`src/rtl/exc_commit_ctrl.sv`:
```
// Exception/ERTN commit controller for the WB stage. It prioritises the event
// sources, pulses the WB-to-CSR bus for one cycle, flushes, and redirects fetch.
module exc_commit_ctrl #(
    parameter int WB2CSR_LEN = 49
) (
    input  logic                  clk,
    input  logic                  resetn,
    input  logic                  wb_valid,
    input  logic [31:0]           wb_pc,
    input  logic [4:0]            wb_exc,
    input  logic                  wb_ertn,
    input  logic                  has_int,
    input  logic [31:0]           ex_entry,
    input  logic [31:0]           ertn_entry,
    output logic [WB2CSR_LEN-1:0] csr_in_bus,
    output logic                  flush,
    output logic                  wb_commit,
    output logic                  wb_allowin,
    output logic                  redirect_valid,
    output logic [31:0]           redirect_pc,
    input  logic                  redirect_ready
);

    localparam logic [1:0] S_IDLE     = 2'd0;
    localparam logic [1:0] S_FLUSH    = 2'd1;
    localparam logic [1:0] S_REDIRECT = 2'd2;

    localparam logic [5:0] ECODE_INT  = 6'h00;
    localparam logic [5:0] ECODE_ADEF = 6'h08;
    localparam logic [5:0] ECODE_INE  = 6'h0D;
    localparam logic [5:0] ECODE_SYS  = 6'h0B;
    localparam logic [5:0] ECODE_BRK  = 6'h0C;
    localparam logic [5:0] ECODE_ALE  = 6'h09;

    logic [1:0]  state;
    logic [1:0]  state_nxt;
    logic        idle;
    logic        is_exc;
    logic        take;
    logic [5:0]  ecode_sel;

    logic        cap_ertn;
    logic [5:0]  cap_ecode;
    logic [8:0]  cap_esubcode;
    logic [31:0] cap_pc;
    logic [31:0] redirect_pc_q;

    assign idle   = (state == S_IDLE);
    assign is_exc = wb_valid & (has_int | (|wb_exc));
    assign take   = wb_valid & (has_int | (|wb_exc) | wb_ertn);

    // Interrupt outranks every synchronous exception; ERTN only wins when nothing else is set.
    always_comb begin
        // NOTE: every combinational output gets a default first so no latch is inferred.
        ecode_sel = ECODE_INT;
        if (has_int)        ecode_sel = ECODE_INT;
        else if (wb_exc[0]) ecode_sel = ECODE_ADEF;
        else if (wb_exc[1]) ecode_sel = ECODE_INE;
        else if (wb_exc[2]) ecode_sel = ECODE_SYS;
        else if (wb_exc[3]) ecode_sel = ECODE_BRK;
        else if (wb_exc[4]) ecode_sel = ECODE_ALE;
    end

    always_comb begin
        state_nxt = state;
        case (state)
            S_IDLE:     if (take) state_nxt = S_FLUSH;
            S_FLUSH:    state_nxt = S_REDIRECT;
            S_REDIRECT: if (redirect_ready) state_nxt = S_IDLE;
            default:    state_nxt = S_IDLE;
        endcase
    end

    always_ff @(posedge clk or negedge resetn) begin
        if (!resetn) begin
            state         <= S_IDLE;
            cap_ertn      <= 1'b0;
            cap_ecode     <= 6'd0;
            cap_esubcode  <= 9'd0;
            cap_pc        <= 32'd0;
            redirect_pc_q <= 32'd0;
        end else begin
            // NOTE: sequential state uses non-blocking assignments so all registers update together.
            state <= state_nxt;
            if (idle && take) begin
                cap_ertn     <= ~is_exc;
                cap_ecode    <= is_exc ? ecode_sel : 6'd0;
                cap_esubcode <= 9'd0;
                cap_pc       <= wb_pc;
            end
            if (state == S_FLUSH)
                redirect_pc_q <= cap_ertn ? ertn_entry : ex_entry;
        end
    end

    // Bus is decoded from state so an async reset during FLUSH removes the pulse at once.
    assign csr_in_bus = (state == S_FLUSH)
                      ? {cap_ertn, ~cap_ertn, cap_ecode, cap_esubcode, cap_pc}
                      : '0;

    assign flush          = idle ? take : 1'b1;
    assign wb_commit      = idle & wb_valid & ~take;
    assign wb_allowin     = idle;
    assign redirect_valid = (state == S_REDIRECT);
    assign redirect_pc    = redirect_pc_q;

endmodule

```
`config.mk`:
```
export PLATFORM = sky130hd
export DESIGN_NAME = exc_commit_ctrl
export DESIGN_NICKNAME = d
export VERILOG_FILES = /design/src/rtl/exc_commit_ctrl.sv
export SDC_FILE = /design/constraint.sdc
export NUM_CORES = 1
export LEC_CHECK = 0
export ABC_AREA = 1
export ABC_CLOCK_PERIOD_IN_PS = 1500
export CORE_MARGIN = 3
export CORE_UTILIZATION = 39
export DETAILED_ROUTE_END_ITERATION = 10
export HOLD_SLACK_MARGIN = 0.1
export PLACE_DENSITY_LB_ADDON = 0.25
export SLEW_MARGIN = 10
export SYNTH_ARGS = -nofsm -noshare
export SYNTH_HDL_FRONTEND = slang
export SYNTH_SLANG_ARGS = --single-unit
```
`constraint.sdc`:
```
create_clock -name clk -period 1.5 [get_ports clk]
set_input_delay 0.375 -clock clk [delete_from_list [all_inputs] [get_ports clk]]
set_output_delay 0.375 -clock clk [all_outputs]
set_load 0.01 [all_outputs]
```
# Yosys cells after proc, flatten, opt, wreduce, memory -nomap -nowiden
# Cells that the tools add are included.
[totals]
reg_bits = 73
latch_bits = 0
ramBits = 0
romBits = 0
word_cells = 35
n_memories = 0
[op_classes]
n_addsub = 0
n_mul = 0
div = 0
order_cmp = 0
eq_ne = 4
shift = 0
n_mux = 13
bitwise = 9
reduce_logical = 4
[op_table]
columns = ["cell", "count"]
rows = [
  ["$mux W49", 1],
  ["$mux W32", 1],
  ["$mux W4", 5],
  ["$mux W6", 2],
  ["$pmux W2 S3", 1],
  ["$reduce_or A5 Y1", 1],
  ["$and A1 B1 Y1", 4],
  ["$mux W2", 2],
  ["$ne A2 B1 Y1 const B", 2],
  ["$not A1 Y1", 3],
  ["$eq A2 B1 Y1 const B", 1],
  ["$eq A2 B2 Y1 const B", 1],
  ["$logic_not A2 Y1", 1],
  ["$or A1 B1 Y1", 2],
  ["$reduce_and A2 Y1", 1],
  ["$logic_and A1 B1 Y1", 1],
  ["$mux W1", 1],
]

# Longest topological paths before layout
[logic_depth]
ltp_word = 7
depth_mapped = 8
mapped_depth_nobuf = 7

# Worst setup path after synthesis
# Ideal clock, no wire load.
[synth_timing]
path_kind = "register -> output"
from = "reg state[1]"
to = "out wb_commit"
arrival_ns = 1.148
required_time_ns = 1.125
setup_slack_ns = -0.023
path_stages_with_launch = 5
path_cell_list = "dfrtp_1 nor2_1 clkbuf_1 nand3_1 inv_1"
[synth_between]
elab_chain_cells = 3
[synth_lines]
columns = ["item", "line_no", "text"]
rows = [
  ["start, declared", "35", "logic [1:0] state;"],
  ["start signal, assigned", "84", "state <= state_nxt;"],
  ["$logic_not A2 Y1", "48", "assign idle = (state == S_IDLE);"],
  ["net wb_allowin", "18", "output logic wb_allowin,"],
  ["$and A1 B1 Y1 (2 in series)", "102", "assign wb_commit = idle & wb_valid & ~take;"],
  ["end, declared", "17", "output logic wb_commit,"],
]
# The timed path passes the listed nets, and every way through them passes these cells.

# Final worst setup path
[layout_timing]
from = "reg state[1]"
to = "out csr_in_bus[43]"
[layout_between]
elab_chain_cells = 2
[layout_lines]
columns = ["item", "line_no", "text"]
rows = [
  ["$eq A2 B1 Y1", "97", "assign csr_in_bus = (state == S_FLUSH)"],
  ["$mux W49", "98", "? {cap_ertn, ~cap_ertn, cap_ecode, cap_esubcode, cap_pc}"],
  ["end, declared", "15", "output logic [WB2CSR_LEN-1:0] csr_in_bus,"],
]
# No other way between the ends.

==> flow_metrics.py <==
metrics = {
    "outcome": {
        "outcome": "complete, but fails checks",
        "violations": "negative setup slack",
    },
    "yosys": {
        "synth_seq_cells": 71,
        "synth_area_um2": 3420,
        "synth-edff-count": 0,
        "synth_cell_type_count": 20,
        "async_flop_share_pct": 100,
        "yosysWarnings": 0,
        "postSynthCellCount": 458,
        "synth_area_leaders": "dfrtp_1, nand2_1, nand3_1",
        "yosysTopAreaCell": "dfrtp_1",
        "post-synth-top-count-cell": "nand2_1",
        "synthTopCellsByCount": "nand2_1, nand3_1, dfrtp_1",
        "ys.flop_type": "dfrtp_1",
        "ys_seq_area_share_pct": 52.0,
        "avgSynthCellArea_um2": 7.46,
        "synth_top_area_share_pct": 52.0,
    },
    "global_route": {
        "grt_max_degree": 72,
        "grt-ovfl-total": 0,
        "grt_use_total_pct": 21.3,
        "grt_pass1_wl_mm": 17.1,
        "grt_pass1_vias": 3466,
        "antenna_found_initial": 0,
    },
    "worst_setup_path": {
        "slowest_stage": "dfrtp_1",
        "criticalPathCategory": "flop to output pin",
        "worstPathRequired_ns": 1.12,
        "path_buf_inv": 3,
        "start_kind": "flop",
        "rr_endpoint": "cap_pc[0]",
        "path_cells": "nor2_4 > inv_4 > buf_12 > nor2_1 > buf_2",
        "rr_worst_depth": 9,
        "end_kind": "output pin",
        "cp_slowest_stage_delay_ns": 0.43,
        "r2r_slack_ns": -0.13,
        "path_delay_family": "flip-flops",
        "arrival_ns": 1.39,
        "timing.rr.start": "state[1]",
        "cp_max_fo": 15,
    },
    "die": {
        "fp.coreArea_um2": 8380,
        "rows": 33,
        "die_x_um": 99.6,
        "initial_core_util_pct": 40.8,
        "die_h_um": 99.6,
        "io_pins": 192,
        "die_area_um2": 9920,
    },
    "drt": {
        "via_per_inst": 4.70,
        "routedWlPerCell_um": 14.3,
        "wl_met2_mm": 5.48,
        "vias": 3655,
        "dr_wl_met3_mm": 1.04,
        "drt_iter0_markers": 95,
        "postRouteAntennaNets": 0,
        "drt_wl_total_mm": 11.1,
        "wl_met1_mm": 4.45,
        "drt_pass1_iterations": 7,
        "highest_layer": "met4",
        "route.detailed.drc": 0,
    },
    "power_and_ir_drop": {
        "power_density_nw_per_um2": 1680,
        "pwr-share-comb_pct": 51.0,
        "cellInternalPower_uw": 6040,
        "switching_share_pct": 38.5,
        "seqPwrFrac_pct": 34.4,
        "p_sw_uw": 3790,
        "vdd_drop_max_v": 0.000693,
        "clock_power_share_pct": 14.6,
        "p_leak_uw": 0.00308,
    },
    "sta": {
        "maxSlewViolCount": 0,
        "setup_slack_ns": -0.265,
        "rsz0062_at_grt": "true",
        "finalHoldViolCount": 0,
        "fmax_ghz": 0.567,
        "min_period_ns": 1.77,
        "fin_crit_sh_pct": 118,
        "setup_viol": 79,
        "skew_ns": 0.00754,
    },
    "clocking": {
        "numCtsBuffers": 9,
        "cts.path.max_buffers": 2,
        "cts_tree": "built",
        "cts_max_level": 3,
        "clkSinkCount": 71,
        "clk_latency_ns": 0.34,
        "clkSlewWorstSetupHoldPaths_ns": 0.07,
        "clock-root-buffer": "clkbuf_8",
    },
    "cells_and_area": {
        "nets": 775,
        "antenna_cells": 0,
        "fin_util_pct": 69.8,
        "syn_to_final_growth_pct": 71.1,
        "layout-drive-gt1-share_pct": 24.6,
    },
    "min_path": {
        "worstHoldEndpoint": "cap_pc[24]",
        "min_path_type": "flop to flop",
        "hold_path_depth": 2,
        "min_from": "cap_pc[24]",
    },
    "placed_design": {
        "place_hpwl_mm": 7.35,
        "place_ws_ns": -0.839,
        "gp_congestion": 0.841,
        "portBuffers": 180,
    },
    "flow_run": {
        "max-cap-violations": 0,
    },
}
==> power groups by stage <==
stage                     combinational, uW  clock [uW]  sequential [uW]
after floorplan                        2050           0             3470
after global placement                 4480           0             3290
after detailed placement               4550           0             3340
after CTS                              4540        1470             3300
after global routing                   5510        1550             3490
final                                  5020        1430             3380
==> per-stage QoR <==
step	hold WS [ns]	area (um^2)	setup TNS [ns]	instances	power, uW
after floorplan	0.0794	3460	0	468	5510
after global placement	0.413	5400	-22.36	741	7770
after detailed placement	0.415	5400	-24.23	741	7890
after CTS	0.477	5560	-10.53	767	9320
after global routing	0.502	5850	-19.29	777	10600
final	0.473	5850	-12.67	777	9830
==> final cells by class <==
class / count / area, um^2
flip-flops and latches: 71 / 1780
well taps: 105 / 131
clock buffers: 11 / 131
repair buffers: 225 / 2120
fillers: 736 / 2530
multi-input cells: 313 / 1460
inverters: 48 / 183
clock inverters: 4 / 47.5
==> layer usage <==
metal / vias up / global-route usage (%)
li1: 1798 / -
met1: 1689 / 26.2
met2: 155 / 37.2
met3: 13 / 5.33
met4: 0 / 5.88
met5: - / 0
==> repair_timing <==
| action | in CTS | in global routing |
|---|---|---|
| gates resized for setup | 238 | 54 |
| setup endpoints to repair | 112 | 110 |
| hold buffers | 1 | 0 |
| endpoints found under the hold margin | 71 | 0 |
| setup buffers | 7 | 6 |
| cloned | 3 | 5 |
| pin swaps | 7 | 4 |
==> kinds of logic (layout without fill, tap and decap cells) <==
group                  after synthesis  after routing  share of synthesized area [%]
buffers and inverters               84            288                           11.4
flip-flops                          71             71                           52.0
AO/OA/AOI/OAI                        4              4                          0.659
AND/OR/NAND/NOR                    298            298                           35.9
other                                1             11                          0.110
==> flip-flops by register name (all words and copies together), names as in the netlist <==
register,cells
redirect_pc,32
cap_pc,32
cap_ecode,4
cap_ertn,1
state,2
==> worst max-delay path by stage <==
| stage | startpoint | end | cells past startpoint | slack, ns |
|---|---|---|---|---|
| after global routing | state[0] | csr_in_bus[47] | 6 | -0.35 |
| after global placement | has_int | wb_commit | 7 | -0.82 |
| after CTS | state[1] | csr_in_bus[17] | 5 | -0.29 |
| after floorplan | state[1] | csr_in_bus[26] | 5 | 0.02 |
| after detailed placement | has_int | wb_commit | 7 | -0.84 |
| final | state[1] | csr_in_bus[43] | 5 | -0.27 |
==> cells in the final DEF (no fill, tap or decap), types with 4 or more instances in the layout <==
master / n
nand3_1: 70
inv_1: 41
inv_2: 6
buf_6: 15
dfrtp_1: 71
buf_2: 36
clkbuf_8: 9
nor2_1: 23
nand2_1: 142
clkdlybuf4s50_1: 98
buf_4: 26
buf_12: 4
nand2_2: 36
dlygate4sd2_1: 39
nor2_2: 16
conb_1: 11
==> worst register-to-register path, stage by stage (launching register included) <==
cell,delay (ns)
dfrtp_1,0.43
buf_6,0.14
nor2_4,0.11
buf_6,0.13
buf_6,0.10
buf_12,0.09
nand3_4,0.17
clkbuf_16,0.23
nand2_1,0.05
nand2_1,0.05
Note: power is estimated with default switching activity, not from simulation.
